[src/rtl/mux8way16_arbiter.sv]
// mux8way16_arbiter: round-robin arbiter sharing one 16-bit valid/ready channel among eight sources
//
// Ports:
//   clock_i        rising-edge clock
//   reset_i        asynchronous active-high reset
//   req_i[7:0]     per-source request (bit0 = a ... bit7 = h)
//   last_i[7:0]    per-source end-of-burst flag, honoured only on a transfer by the owner
//   a_i..h_i       16-bit source words
//   out_ready_i    consumer accepts the presented beat
//   out_o          selected word, zero whenever out_valid_o is low
//   out_valid_o    a beat is presented (owner still requesting)
//   grant_o[7:0]   one-hot owner, zero when idle
//   sel_o[2:0]     registered mux select, index of the grant bit
//   busy_o         high while a grant is held
//
// Build option: define MUX8WAY16_ARBITER_FIXED_PRIORITY_EN to replace the
// round-robin search with fixed priority (a highest, h lowest).

// mux8way16: plain 8-to-1 word multiplexer
module mux8way16 (
    input  logic [15:0] a_i,
    input  logic [15:0] b_i,
    input  logic [15:0] c_i,
    input  logic [15:0] d_i,
    input  logic [15:0] e_i,
    input  logic [15:0] f_i,
    input  logic [15:0] g_i,
    input  logic [15:0] h_i,
    input  logic [2:0]  sel_i,
    output logic [15:0] out_o
);
    always_comb begin
        out_o = sel_i[2] ? (sel_i[1] ? (sel_i[0] ? h_i : g_i) : (sel_i[0] ? f_i : e_i))
                         : (sel_i[1] ? (sel_i[0] ? d_i : c_i) : (sel_i[0] ? b_i : a_i));
    end
endmodule

module mux8way16_arbiter #(
    parameter int unsigned MAX_BURST = 16
) (
    input  logic        clock_i,
    input  logic        reset_i,
    input  logic [7:0]  req_i,
    input  logic [7:0]  last_i,
    input  logic [15:0] a_i,
    input  logic [15:0] b_i,
    input  logic [15:0] c_i,
    input  logic [15:0] d_i,
    input  logic [15:0] e_i,
    input  logic [15:0] f_i,
    input  logic [15:0] g_i,
    input  logic [15:0] h_i,
    input  logic        out_ready_i,
    output logic [15:0] out_o,
    output logic        out_valid_o,
    output logic [7:0]  grant_o,
    output logic [2:0]  sel_o,
    output logic        busy_o
);
    typedef enum logic {IDLE, GRANT} state_t;

    localparam logic [7:0] LAST_BEAT = 8'(MAX_BURST - 1);

    state_t      state_q, state_d;
    logic [2:0]  sel_q, sel_d;
    logic [2:0]  ptr_q, ptr_d;
    logic [7:0]  grant_q, grant_d;
    logic [7:0]  cnt_q, cnt_d;
    logic [2:0]  pick;
    logic [15:0] mux_out;
    logic        xfer;
    logic        rel;

    mux8way16 u_mux (
        .a_i   (a_i),
        .b_i   (b_i),
        .c_i   (c_i),
        .d_i   (d_i),
        .e_i   (e_i),
        .f_i   (f_i),
        .g_i   (g_i),
        .h_i   (h_i),
        .sel_i (sel_q),
        .out_o (mux_out)
    );

`ifdef MUX8WAY16_ARBITER_FIXED_PRIORITY_EN
    // Scan from h down to a so the lowest requesting index wins.
    always_comb begin
        pick = 3'd0;
        for (int k = 7; k >= 0; k--) begin
            if (req_i[k]) pick = 3'(k);
        end
    end
`else
    // Scan from ptr+8 (= ptr) down to ptr+1 so the nearest requester after
    // the previous owner wins; the previous owner itself is tried last.
    always_comb begin
        pick = ptr_q;
        for (int k = 8; k >= 1; k--) begin
            if (req_i[ptr_q + 3'(k)]) pick = ptr_q + 3'(k);
        end
    end
`endif

    always_comb begin
        busy_o      = (state_q == GRANT);
        out_valid_o = busy_o & req_i[sel_q];
        out_o       = out_valid_o ? mux_out : 16'h0000;
        grant_o     = grant_q;
        sel_o       = sel_q;
        xfer        = out_valid_o & out_ready_i;
        // Dropping the request ends the burst even without a transfer.
        rel         = busy_o & (~req_i[sel_q] | (xfer & (last_i[sel_q] | (cnt_q == LAST_BEAT))));
    end

    always_comb begin
        state_d = state_q;
        sel_d   = sel_q;
        ptr_d   = ptr_q;
        grant_d = grant_q;
        cnt_d   = cnt_q;
        if (state_q == IDLE) begin
            if (|req_i) begin
                state_d = GRANT;
                sel_d   = pick;
                grant_d = 8'd1 << pick;
                cnt_d   = 8'd0;
            end
        end else begin
            if (xfer) cnt_d = cnt_q + 8'd1;
            if (rel) begin
                state_d = IDLE;
                grant_d = 8'd0;
`ifndef MUX8WAY16_ARBITER_FIXED_PRIORITY_EN
                ptr_d   = sel_q;
`endif
            end
        end
    end

    always_ff @(posedge clock_i or posedge reset_i) begin
        if (reset_i) begin
            state_q <= IDLE;
            sel_q   <= 3'd0;
            ptr_q   <= 3'd7;
            grant_q <= 8'd0;
            cnt_q   <= 8'd0;
        end else begin
            state_q <= state_d;
            sel_q   <= sel_d;
            ptr_q   <= ptr_d;
            grant_q <= grant_d;
            cnt_q   <= cnt_d;
        end
    end

    a_grant_onehot: assert property (@(posedge clock_i) disable iff (reset_i)
        $onehot0(grant_q));
    a_grant_matches_sel: assert property (@(posedge clock_i) disable iff (reset_i)
        busy_o |-> (grant_q == (8'd1 << sel_q)));
    a_idle_no_grant: assert property (@(posedge clock_i) disable iff (reset_i)
        !busy_o |-> (grant_q == 8'd0));
    a_out_zero_when_invalid: assert property (@(posedge clock_i) disable iff (reset_i)
        !out_valid_o |-> (out_o == 16'h0000));
    a_sel_stable_in_grant: assert property (@(posedge clock_i) disable iff (reset_i)
        (busy_o && !rel) |=> (sel_q == $past(sel_q)));
endmodule
[config.mk]
export PLATFORM = sky130hd
export DESIGN_NAME = mux8way16_arbiter
export DESIGN_NICKNAME = d
export VERILOG_FILES = /design/src/rtl/mux8way16_arbiter.sv
export SDC_FILE = /design/constraint.sdc
export NUM_CORES = 1
export LEC_CHECK = 0
export CAP_MARGIN = 0
export CELL_PAD_IN_SITES_DETAIL_PLACEMENT = 0
export CELL_PAD_IN_SITES_GLOBAL_PLACEMENT = 2
export CORE_MARGIN = 2
export CORE_UTILIZATION = 22
export DETAILED_ROUTE_END_ITERATION = 7
export PLACE_DENSITY_LB_ADDON = 0.1
export SYNTH_ARGS = -nofsm -noshare
export SYNTH_HDL_FRONTEND = slang
export SYNTH_SLANG_ARGS = --single-unit
[constraint.sdc]
create_clock -name clock_i -period 4.4 [get_ports clock_i]
set_input_delay 0.88 -clock clock_i [delete_from_list [all_inputs] [get_ports clock_i]]
set_output_delay 0.88 -clock clock_i [all_outputs]
set_load 0.02 [all_outputs]
; Word level (Yosys, flattened, before mapping)
; Cells that the tools add are included.
[totals]
regBits = 23
input_bits = 147
word_cells = 81
[op_classes]
add_sub_neg = 8
n_lt_le_gt_ge = 8
n_eq_ne = 3
shifts = 1
n_mux = 42
bitwise_logic = 8
n_reduce_logical = 6
[op_table]
columns = op, n
row1 = $mux 16, 8
row2 = $mux 8, 6
row3 = $lt 3x4->1 const B, 8
row4 = $bmux 1 s3, 9
row5 = $mux 3, 7
row6 = $add 3x3->3 const B, 4
row7 = $mux 1, 12
row8 = $add 8x1->8 const B, 1
row9 = $eq 8x4->1 const B, 1
row10 = $reduce_and 2->1, 4
row11 = $reduce_or 8->1, 1
row12 = $shl 1x3->8 const A, 1
row13 = $add 3x2->3 const B, 2
row14 = $and 1x1->1, 4
row15 = $ne 2x1->1 const B, 2
row16 = $add 3x1->3 const B, 1
row17 = $not 1->1, 2
row18 = $or 1x1->1, 2
row19 = $reduce_bool 2->1, 1

; Logic depth before layout (Yosys ltp)
; Gate-level depths: netlist (run 1).
[depth]
word_depth = 13
ltp_mapped = 11
ltp_nobuf = 9

; Modules after synthesis
; A second synthesis (run 1) with hierarchy kept.
[hier_totals]
cells_unflattened = 251
hier_area_um2 = 3093.0
[by_module_without_submodules]
columns = module, instances, cells_per_inst, area_each_um2, seq_area_each_um2
row1 = mux8way16_arbiter, 1, 194, 2021.9, 579.3
row2 = mux8way16, 1, 57, 1071.0, 0.0

; Least setup slack after synthesis (run 1)
; No wires, ideal clock.
[synth_timing]
kind = in2out
start = in req_i[7]
end = out out_o[10]
arrival_ns = 2.430
required_time_ns = 3.520
path_slack_ns = 1.090
path_stages = 6
n_path_buf = 2
path_cell_list = clkbuf_1 mux4_2 mux2_2 nand2_1 clkbuf_1 nor2_1
[synth_via]
elab_chain_len = 4
[synth_rtl]
columns = element, line_no
row1 = "start, declared", 43  ; input logic [7:0] req_i,
row2 = $bmux 1 s3, 108  ; out_valid_o = busy_o & req_i[sel_q];
row3 = $mux 1 (implied by the code), 108
row4 = $and 1x1->1, 108
row5 = $mux 16, 109  ; out_o = out_valid_o ? mux_out : 16'h0000;
row6 = "end, declared", 54  ; output logic [15:0] out_o,
; No other way between the ends. The select of a mux whose other input is x is not followed.

; Worst setup path in the final report (run 1)
[layout_timing]
start = in req_i[7]
end = out out_o[0]
; Same word-level chain as after synthesis.

==> results of run 1 <==
==> worst min-delay path by stage <==
stage / to / slack, ns / cells after the start
6_report: grant_o[7]$_DFFE_PP0P_ / 0.49 / 2
5_1_grt: grant_o[0]$_DFFE_PP0P_ / 0.53 / 1
4_1_cts: grant_o[7]$_DFFE_PP0P_ / 0.50 / 2
3_5_place_dp: grant_o[7]$_DFFE_PP0P_ / 0.48 / 2
3_3_place_gp: grant_o[7]$_DFFE_PP0P_ / 0.48 / 2
2_1_floorplan: cnt_q[0]$_DFFE_PP0P_ / 0.49 / 1
==> routing by layer <==
layer | vias to the layer above | part of all wire [%]
li1 | 1403 | -
met1 | 1478 | 36
met2 | 77 | 60
met3 | 6 | 3.9
met4 | 0 | 0.81
met5 | - | 0
==> cell type report <==
| type | instances | area, um^2 | area share [%] |
|---|---|---|---|
| repair buffers | 187 | 1870 | 37.0 |
| multi-input cells | 217 | 2270 | 45.0 |
| clock buffers | 3 | 75.1 | 1.49 |
| well taps | 176 | 220 | 4.37 |
| clock inverters | 1 | 7.51 | 0.149 |
| flip-flops and latches | 23 | 581 | 11.5 |
| inverters | 7 | 26.3 | 0.521 |
==> cells by family after synthesis <==
| kind of cell | count (synthesis) |
|---|---|
| xor+xnor | 10 |
| simple gates | 82 |
| buf+inv | 32 |
| flops | 23 |
| compound gates | 40 |
| mux | 82 |
| fa+ha+maj | 3 |
==> synthesized netlist by cell type (3+ instances only) <==
master	instances
o21ai_0	7
xor2_1	5
a22o_1	4
dfstp_2	3
nand3b_1	4
dfrtp_1	20
xnor2_1	5
clkbuf_1	16
nand2_1	22
buf_1	4
o21ai_1	6
inv_1	7
nor2b_1	4
a21oi_1	5
nor2_1	27
mux2i_1	22
nand3_1	10
mux2_2	8
mux4_1	3
ha_1	3
mux4_2	46
==> power groups by stage <==
stage                     clock network, W  logic [W]  registers [W]
after floorplan                          0    0.00181       0.000362
after CTS                         0.000209    0.00258       0.000389
final                             0.000203    0.00255       0.000386
after global routing              0.000213    0.00277       0.000400
after detailed placement                 0    0.00257       0.000393
after global placement                   0    0.00260       0.000394
==> worst max-delay path, cell delays in order <==
cell	delay (ns)
clkdlybuf4s50_1	0.59
mux4_2	0.54
mux2_2	0.32
nand2_1	0.12
buf_12	0.16
nor2_1	0.07
clkdlybuf4s50_1	0.54
==> flip-flops by register name, summed over array words and instances (netlist names) <==
name,flops
cnt_q,8
grant_o,8
ptr_q,3
sel_o,3
busy_o,1
==> stage by stage <==
| step | setup slack [ns] | power, W | util [%] | std cells | hold slack, ns |
|---|---|---|---|---|---|
| after floorplan | 1.09 | 0.00217 | - | 272 | 0.490 |
| after global placement | 0.365 | 0.00300 | 37.5 | 610 | 0.478 |
| after detailed placement | 0.314 | 0.00297 | 37.5 | 610 | 0.483 |
| after CTS | 0.301 | 0.00318 | 38.1 | 614 | 0.498 |
| after global routing | 0.214 | 0.00338 | 38.1 | 614 | 0.531 |
| final | 0.300 | 0.00314 | 38.1 | 614 | 0.490 |
==> results by group, run 1 <==
Outcome
  • Status: completed

STA
  • Slew margin rel.: 38.4%
  • Unrepaired setup endpoints after global routing: no
  • Max-slew violations: 0
  • Setup violators final: 0
  • Final hold vios: 0
  • Clk_skew: 0.00469 ns
  • Worst-margin pin slew: 0.923 ns
  • Crit share post-route: 93.2%
  • Fin crit period: 4.10 ns
  • Final TNS setup: 0 ns
  • Fmax: 244 MHz

Synth
  • Post-synthesis cell area: 2990 um^2
  • Adder-Cell Fraction of Synth Area: 1.26%
  • Post-synthesis async set-or-reset flop share: 100%
  • Post-synth EDFFs: 0
  • Synth unique cells: 52
  • Compound-Gate Fraction of Synth Area: 9.54%
  • Area leader, netlist: mux4_2
  • Multiplexer share of the synthesized area: 48.9%
  • Synth Area in XOR/XNOR: 2.93%
  • Seq cells post-synth: 23
  • Yosys top cell area share: 34.7%
  • Synth Area in Simple Gates: 13.2%
  • Synth warn: 0
  • Syn Nets: 422
  • Syn_area_per_cell: 11.0 um^2
  • Largest cells by area after synthesis: mux4_2 35%, dfrtp_1 17%, mux2i_1 7.4%
  • Register area share after synthesis: 19.4%
  • Largest family of logic cells by synthesized area: multiplexers
  • Post-Syn Instances: 272
  • Synth Flop Type: dfrtp_1

Global route
  • GRT overflow: 0
  • Met1 Use GR: 17.1%
  • First-pass GRT wire length: 17400 um
  • Global route hottest layer: met2
  • Largest net degree at the start of global routing: 38
  • GRT met2 Usage: 31.4%
  • Vias in the first global route: 3211
  • Gr usage total: 15.6%
  • Routing usage on met3: 2.31%
  • Antenna violations before repair: 0

Route
  • DR pass1 iterations: 4
  • Vias per cell: 4.83
  • Initial DRC Count: 188
  • Routed wire length: 11600 um
  • Via count: 2964
  • Routed len/inst: 18.9 um
  • Residual DRC count: 0
  • Routed Antenna Nets: 0

Worst hold path
  • Hold_sp: grant_o[7]$_DFFE_PP0P_
  • Hold WC Path Type: flip-flop to flip-flop

Floorplanning
  • # IOs: 176
  • Die W: 121 um
  • Starting Density: 22.6%
  • Core Box Area: 13200 um^2
  • Cell row count: 42
  • Chip height: 121 um
  • Die area: 14500 um^2

Clocking
  • CTS H-Tree Depth: 1
  • Worst-path clk slew: 0.06 ns
  • Post_cts resized: 0
  • Clk buf depth: 2
  • CTS Hold Bufs: 0
  • Sink Count: 23
  • CTS tree: built
  • Clk Latency, worst-skew pair: 0.26 ns
  • Clock Tree Root: clkbuf_16
  • TritonCTS Buffers: 3
  • Postcts setup bufs: 0

Final layout
  • Fillcell total: 1325
  • Layout cells sized above 1: 18.3%
  • Synthesis-to-layout area growth: 68.8%
  • Commonest cells after routing, fill and taps aside: 175 x clkdlybuf4s50_1, 46 x mux4_2, 27 x nor2_1
  • Commonest non-fill, non-tap cell in the layout: clkdlybuf4s50_1
  • Fin nets: 589
  • Antenna fix cells: 0
  • Design area: 5040 um^2

Pwr
  • Lkg Pwr: 1.91 nW
  • Sequential share of power: 12.3%
  • Clock Power Share: 6.5%
  • Switching Power: 0.00145 W
  • Sw frac: 46.1%
  • Worst vdd ir: 0.190 mV
  • Power per cell area: 622 nW/um^2
  • Share of total power in combinational logic: 81.2%
  • Int Pwr: 0.00169 W

Critical path
  • Worst EP required: 3.52 ns
  • Crit path kind: input pin to primary output
  • Critical Path AT: 3.22 ns
  • Worst Setup End Kind: primary output
  • R2R setup slack: 0.79 ns
  • R2R cell count: 9
  • Worst Setup EP: out_o[0]
  • Crit path from: req_i[7]
  • Critical R2R Launch: ptr_q[0]$_DFFE_PP1P_
  • R2R Path End: grant_o[0]$_DFFE_PP0P_
  • Worst Path Max Fanout: 18
  • Critical Path Start Type: input pin

Placed design
  • RePlAce Congestion: 0.779
  • Port Buf Inserts: 175
  • Dpl hpwl: 9640 um
  • DP Area: 4960 um^2

Flow run
  • Max Cap Viol: 0
Note: power is estimated with default switching activity, not from simulation.
==> run 2: changes to the inputs <==
- CAP_MARGIN: 0 -> 40
- CORE_UTILIZATION: 22 -> 23
- SYNTH_HIERARCHICAL: not set -> 1
==> results by group, run 2 <==
Critical path
  • Crit path from: req_i[5] (was req_i[7])
  • Largest delay share family, worst path: buffers and inverters (unchanged)
  • Cell mode on critical path: clkdlybuf4s50_1 (unchanged)
  • Worst Path Max Fanout: 19 (was 18)
  • Crit path kind: input pin to primary output (unchanged)
  • Critical Path AT: 3.19 ns (was 3.22 ns)
  • Crit-path cells: clkdlybuf4s50_1 > mux4_2 > mux2_2 > and3_1 > clkdlybuf4s50_1 (was clkdlybuf4s50_1 > mux4_2 > mux2_2 > nand2_1 > buf_12 > nor2_1 > clkdlybuf4s50_1)
  • Slowest CP cell: clkdlybuf4s50_1 (unchanged)
  • Critical R2R Launch: ptr_q[1]$_DFFE_PP1P_ (was ptr_q[0]$_DFFE_PP1P_)
  • Worst Setup End Kind: primary output (unchanged)
  • Slowest Stage Delay on Critical Path: 0.55 ns (was 0.59 ns)
  • Critical Path Start Type: input pin (unchanged)
  • Worst EP required: 3.52 ns (about the same)
  • WP buf/inv: 2 (was 3)

Route
  • Routed wire length: 12900 um (was 11600 um)
  • Routed len/inst: 21.7 um (was 18.9 um)
  • Residual DRC count: 0 (unchanged)
  • Vias per cell: 4.97 (was 4.83)
  • Routed Antenna Nets: 0 (unchanged)
  • Initial DRC Count: 124 (was 188)
  • DR pass1 iterations: 4 (unchanged)
  • Via count: 2956 (was 2964)

Worst hold path
  • Hold WC Path Type: flip-flop to flip-flop (unchanged)
  • Hold_sp: grant_o[5]$_DFFE_PP0P_ (was grant_o[7]$_DFFE_PP0P_)

Synth
  • Leading cell types by count after synthesis: 29 x mux4_1, 21 x mux2_2, 20 x dfrtp_1 (was 46 x mux4_2, 27 x nor2_1, 22 x mux2i_1, 22 x nand2_1, 20 x dfrtp_1)
  • Syn Nets: 401 (was 422)
  • Synth Flop Type: dfrtp_1 (unchanged)
  • Synth warn: 6 (was 0)
  • Largest cells by area after synthesis: mux4_1 25%, dfrtp_1 16%, mux4_2 14% (was mux4_2 35%, dfrtp_1 17%, mux2i_1 7.4%)
  • Post-synthesis cell area: 3090 um^2 (was 2990 um^2)
  • Synth unique cells: 49 (was 52)
  • Seq cells post-synth: 23 (unchanged)
  • Syn_area_per_cell: 12.3 um^2 (was 11.0 um^2)
  • Post-synth EDFFs: 0 (unchanged)
  • Post-synthesis async set-or-reset flop share: 100% (unchanged)
  • Register area share after synthesis: 18.7% (was 19.4%)
  • Area leader, netlist: mux4_1 (was mux4_2)
  • Yosys top cell area share: 24.6% (was 34.7%)
  • Count leader, synth: mux4_1 (was mux4_2)
  • Post-Syn Instances: 251 (was 272)

Placed design
  • DP Area: 5040 um^2 (was 4960 um^2)
  • Dpl hpwl: 10500 um (was 9640 um)
  • RePlAce Congestion: 0.837 (was 0.779)
  • Port Buf Inserts: 175 (unchanged)

Clocking
  • Clock Tree Root: clkbuf_16 (unchanged)
  • Clk buf depth: 2 (unchanged)
  • Worst-path clk slew: 0.06 ns (about the same)
  • CTS tree: built (unchanged)
  • Clk Latency, worst-skew pair: 0.25 ns (was 0.26 ns)
  • Sink Count: 23 (unchanged)
  • CTS Hold Bufs: 0 (unchanged)
  • CTS H-Tree Depth: 1 (unchanged)
  • Postcts setup bufs: 0 (unchanged)
  • TritonCTS Buffers: 3 (unchanged)
  • Post_cts resized: 0 (unchanged)

Floorplanning
  • # IOs: 176 (unchanged)
  • Cell row count: 42 (unchanged)
  • Starting Density: 23.4% (was 22.6%)
  • Core Box Area: 13200 um^2 (about the same)
  • Die area: 14400 um^2 (was 14500 um^2)
  • Die W: 120 um (was 121 um)
  • Chip height: 120 um (was 121 um)

Outcome
  • Status: completed (unchanged)

STA
  • Crit share post-route: 92.4% (was 93.2%)
  • Fin crit period: 4.07 ns (was 4.10 ns)
  • Final TNS setup: 0 ns (unchanged)
  • Clk_skew: 0.00152 ns (was 0.00469 ns)
  • Fmax: 246 MHz (was 244 MHz)
  • Slew margin rel.: 48.8% (was 38.4%)
  • Hold slack: 0.493 ns (was 0.490 ns)
  • Unrepaired setup endpoints after global routing: no (unchanged)
  • Setup violators final: 0 (unchanged)
  • Worst-margin pin slew: 0.769 ns (was 0.923 ns)
  • Max-slew violations: 0 (unchanged)
  • Final hold vios: 0 (unchanged)

Flow run
  • Max Cap Viol: 0 (unchanged)

Global route
  • Gr usage total: 17.2% (was 15.6%)
  • Antenna violations before repair: 0 (unchanged)
  • Largest net degree at the start of global routing: 35 (was 38)
  • First-pass GRT wire length: 18800 um (was 17400 um)
  • Vias in the first global route: 2951 (was 3211)
  • GRT overflow: 0 (unchanged)

Final layout
  • Layout cells sized above 1: 16.3% (was 18.3%)
  • Fin nets: 569 (was 589)
  • Commonest cells after routing, fill and taps aside: 175 x clkdlybuf4s50_1, 29 x mux4_1, 21 x mux2_2 (was 175 x clkdlybuf4s50_1, 46 x mux4_2, 27 x nor2_1)
  • Fillcell total: 1315 (was 1325)
  • Commonest non-fill, non-tap cell in the layout: clkdlybuf4s50_1 (unchanged)
  • Synthesis-to-layout area growth: 65.6% (was 68.8%)
  • Design area: 5120 um^2 (was 5040 um^2)

Pwr
  • Worst vdd ir: 0.259 mV (was 0.190 mV)
  • Lkg Pwr: 1.99 nW (was 1.91 nW)
  • Power per cell area: 626 nW/um^2 (was 622 nW/um^2)
run 2: layout make-up:
class	count	area [um^2]	area share [%]
Antenna cell	1	2.50	0.0489
Inverter	7	26.3	0.513
Timing Repair Buffer	183	1860	36.2
Tap cell	176	220	4.30
Clock buffer	4	78.8	1.54
Sequential cell	23	581	11.3
Multi-Input combinational cell	201	2360	46.0
run 2: worst paths after layout:
check | to | slack (ns) | cells after the start
setup / recovery | out_o[15] | 0.33 | 5
hold reg to reg | grant_o[5]$_DFFE_PP0P_ | 0.49 | 1
setup reg to reg | grant_o[0]$_DFFE_PP0P_ | 1.24 | 8
max in group asynchronous | ptr_q[0]$_DFFE_PP1P_ | 2.98 | 3
hold / removal | grant_o[5]$_DFFE_PP0P_ | 0.49 | 1
min in group asynchronous | grant_o[4]$_DFFE_PP0P_ | 0.91 | 2
run 2: power breakdown:
group          leakage [nW]  internal [W]  switching [W]
sequential            0.298      0.000280       0.000139
clock                0.0382      0.000124      0.0000740
combinational          1.66       0.00134        0.00125
run 2: kinds of logic after synthesis:
| family | synth area share (%) |
|---|---|
| xor+xnor | 2.27 |
| compound gates | 11.4 |
| flops | 18.7 |
| buf+inv | 5.06 |
| mux | 49.0 |
| fa+ha+maj | 1.21 |
| simple gates | 12.3 |
run 2: per-stage QoR:
step	power, W	util, %	setup WS [ns]	std cells
2_1_floorplan	0.00224	-	1.32	251
3_3_place_gp	0.00303	38.0	0.380	589
3_5_place_dp	0.00303	38.2	0.360	590
4_1_cts	0.00324	38.8	0.357	594
5_1_grt	0.00344	38.8	0.243	594
6_report	0.00321	38.8	0.332	595
run 2: metal layers:
layer  wire, um  vias to the layer above  track usage [%]
met5          0                        -                0
met1       5140                     1462             21.1
li1           -                     1387                -
met4        131                        0             3.82
met3        700                        6             2.47
met2       6970                      101             31.9
==> run 3: changes to the inputs <==
- clock period: 4.4 -> 4.6 ns (I/O delays scaled with it)
==> results by group, run 3 (synthesis gave the netlist of run 2 again) <==
STA
  • Worst-margin pin slew: 0.720 ns (was 0.769 ns)
  • Clk_skew: 0.00194 ns (was 0.00152 ns)
  • Setup violators final: 0 (unchanged)
  • Slew margin rel.: 52.0% (was 48.8%)
  • Fin crit period: 4.15 ns
  • Unrepaired setup endpoints after global routing: no (unchanged)
  • Fmax: 241 MHz
  • Fin worst setup slack: 0.445 ns (was 0.332 ns)
  • Crit share post-route: 90.3%
  • Max-slew violations: 0 (unchanged)
  • Final hold vios: 0 (unchanged)
  • Final TNS setup: 0 ns (unchanged)

Final layout
  • Fin cells: 593 (was 595)
  • Antenna fix cells: 0 (was 1)
  • Layout cells sized above 1: 16.1% (was 16.3%)
  • Commonest cells after routing, fill and taps aside: 175 x clkdlybuf4s50_1, 29 x mux4_1, 21 x mux2_2 (unchanged)
  • Commonest non-fill, non-tap cell in the layout: clkdlybuf4s50_1 (unchanged)
  • Design area: 5090 um^2 (was 5120 um^2)
  • Fin nets: 568 (was 569)
  • Synthesis-to-layout area growth: 64.5% (was 65.6%)

Pwr
  • Int Pwr: 0.00164 W (was 0.00174 W)
  • Tot Pwr: 0.00303 W (was 0.00321 W)
  • Sequential share of power: 13.8% (was 13.1%)
  • Worst vdd ir: 0.287 mV (was 0.259 mV)
  • Lkg Pwr: 1.98 nW (was 1.99 nW)
  • Clock Power Share: 6.2% (about the same)
  • Share of total power in combinational logic: 80.0% (was 80.8%)
  • Power per cell area: 595 nW/um^2 (was 626 nW/um^2)
  • Sw frac: 45.7% (about the same)
  • Switching Power: 0.00138 W (was 0.00146 W)

Route
  • Residual DRC count: 0 (unchanged)
  • Initial DRC Count: 98 (was 124)
  • DR pass1 iterations: 4 (unchanged)
  • Via count: 2952 (was 2956)
  • M1 WL: 5120 um (was 5140 um)
  • Met3 wire length: 532 um (was 700 um)
  • Routed wire length: 12600 um (was 12900 um)
  • Met2 routed WL: 6820 um (was 6970 um)
  • Vias per cell: 4.98 (was 4.97)
  • Top routing layer used: met4 (unchanged)
  • Routed len/inst: 21.3 um (was 21.7 um)
  • Routed Antenna Nets: 0 (unchanged)

Critical path
  • Critical Path Start Type: input pin (unchanged)
  • Crit path kind: input pin to primary output (unchanged)
  • Critical Path AT: 3.23 ns (was 3.19 ns)
  • Worst EP required: 3.68 ns (was 3.52 ns)
  • Critical R2R Launch: ptr_q[1]$_DFFE_PP1P_ (unchanged)
  • Crit path from: req_i[6] (was req_i[5])
  • Worst Path Max Fanout: 19 (unchanged)
  • Worst Setup End Kind: primary output (unchanged)

Floorplanning
  • Core Box Area: 13200 um^2 (unchanged)
  • Starting Density: 23.4% (unchanged)
  • Die area: 14400 um^2 (unchanged)
  • # IOs: 176 (unchanged)
  • Die W: 120 um (unchanged)
  • Chip height: 120 um (unchanged)
  • Cell row count: 42 (unchanged)

Clocking
  • Sink Count: 23 (unchanged)
  • CTS H-Tree Depth: 1 (unchanged)
  • Post_cts resized: 0 (unchanged)
  • Clk Latency, worst-skew pair: 0.25 ns (about the same)
  • Worst-path clk slew: 0.06 ns (about the same)
  • CTS tree: built (unchanged)
  • TritonCTS Buffers: 3 (unchanged)
  • CTS Hold Bufs: 0 (unchanged)
  • Postcts setup bufs: 0 (unchanged)
  • Clock Tree Root: clkbuf_16 (unchanged)
  • Clk buf depth: 2 (unchanged)

Placed design
  • RePlAce Congestion: 0.839 (was 0.837)
  • Placed Instances: 589 (was 590)
  • DP Area: 5010 um^2 (was 5040 um^2)
  • Dpl hpwl: 10200 um (was 10500 um)
  • Pre-CTS WS: 0.450 ns (was 0.360 ns)
  • Port Buf Inserts: 175 (unchanged)

Global route
  • Vias in the first global route: 2875 (was 2951)
  • Gr usage total: 16.9% (was 17.2%)
  • Antenna violations before repair: 0 (unchanged)
  • First-pass GRT wire length: 18400 um (was 18800 um)
  • GRT overflow: 0 (unchanged)
  • Largest net degree at the start of global routing: 35 (unchanged)

Worst hold path
  • Hold_sp: grant_o[5]$_DFFE_PP0P_ (unchanged)
  • Hold WC Path Type: flip-flop to flip-flop (unchanged)

Outcome
  • Status: completed (unchanged)

Flow run
  • Max Cap Viol: 0 (unchanged)
run 3: cell types whose count changed in the layout (fill, tap and decap cells not counted), sizes merged:
cell / delta
buf: -1
diode: -1
run 3: critical path: stages:
cell             delay (ns)
clkdlybuf4s50_1        0.54
mux4_2                 0.50
mux2_2                 0.46
and3_1                 0.26
clkdlybuf4s50_1        0.54
run 3: final cells by class:
class                      count  area, um^2
clock buffer                   4        78.8
multi-input combinational    201        2360
tap                          176         220
fill                        1284        8100
inverter                       7        26.3
timing repair buffer         182        1820
sequential                    23         581
run 3: routing by layer:
| metal | vias up | global-route usage, % |
|---|---|---|
| met1 | 1462 | 21.0 |
| met2 | 94 | 31.4 |
| met4 | 0 | 3.09 |
| li1 | 1384 | - |
| met3 | 12 | 2.09 |
| met5 | - | 0 |
run 3: per-stage QoR:
stage	hold WS, ns	utilization (%)
2_1_floorplan	0.496	-
3_3_place_gp	0.479	37.8
3_5_place_dp	0.485	38.0
4_1_cts	0.498	38.6
5_1_grt	0.505	38.6
6_report	0.493	38.6
run 3: power by group through the flow:
| stage | sequential (W) | combinational, W | clock (W) |
|---|---|---|---|
| 2_1_floorplan | 0.000354 | 0.00179 | 0 |
| 3_3_place_gp | 0.000424 | 0.00244 | 0 |
| 3_5_place_dp | 0.000425 | 0.00243 | 0 |
| 4_1_cts | 0.000424 | 0.00244 | 0.000192 |
| 5_1_grt | 0.000435 | 0.00262 | 0.000204 |
| 6_report | 0.000417 | 0.00242 | 0.000187 |
run 3: path summary, 6_finish.rpt:
check	slack [ns]	depth (start not counted)	endpoint
setup / recovery	0.45	5	out_o[12]
hold / removal	0.49	1	grant_o[5]$_DFFE_PP0P_
setup reg to reg	1.12	8	grant_o[1]$_DFFE_PP0P_
hold reg to reg	0.49	1	grant_o[5]$_DFFE_PP0P_
max in group asynchronous	3.17	3	ptr_q[2]$_DFFE_PP1P_
min in group asynchronous	0.94	2	grant_o[4]$_DFFE_PP0P_
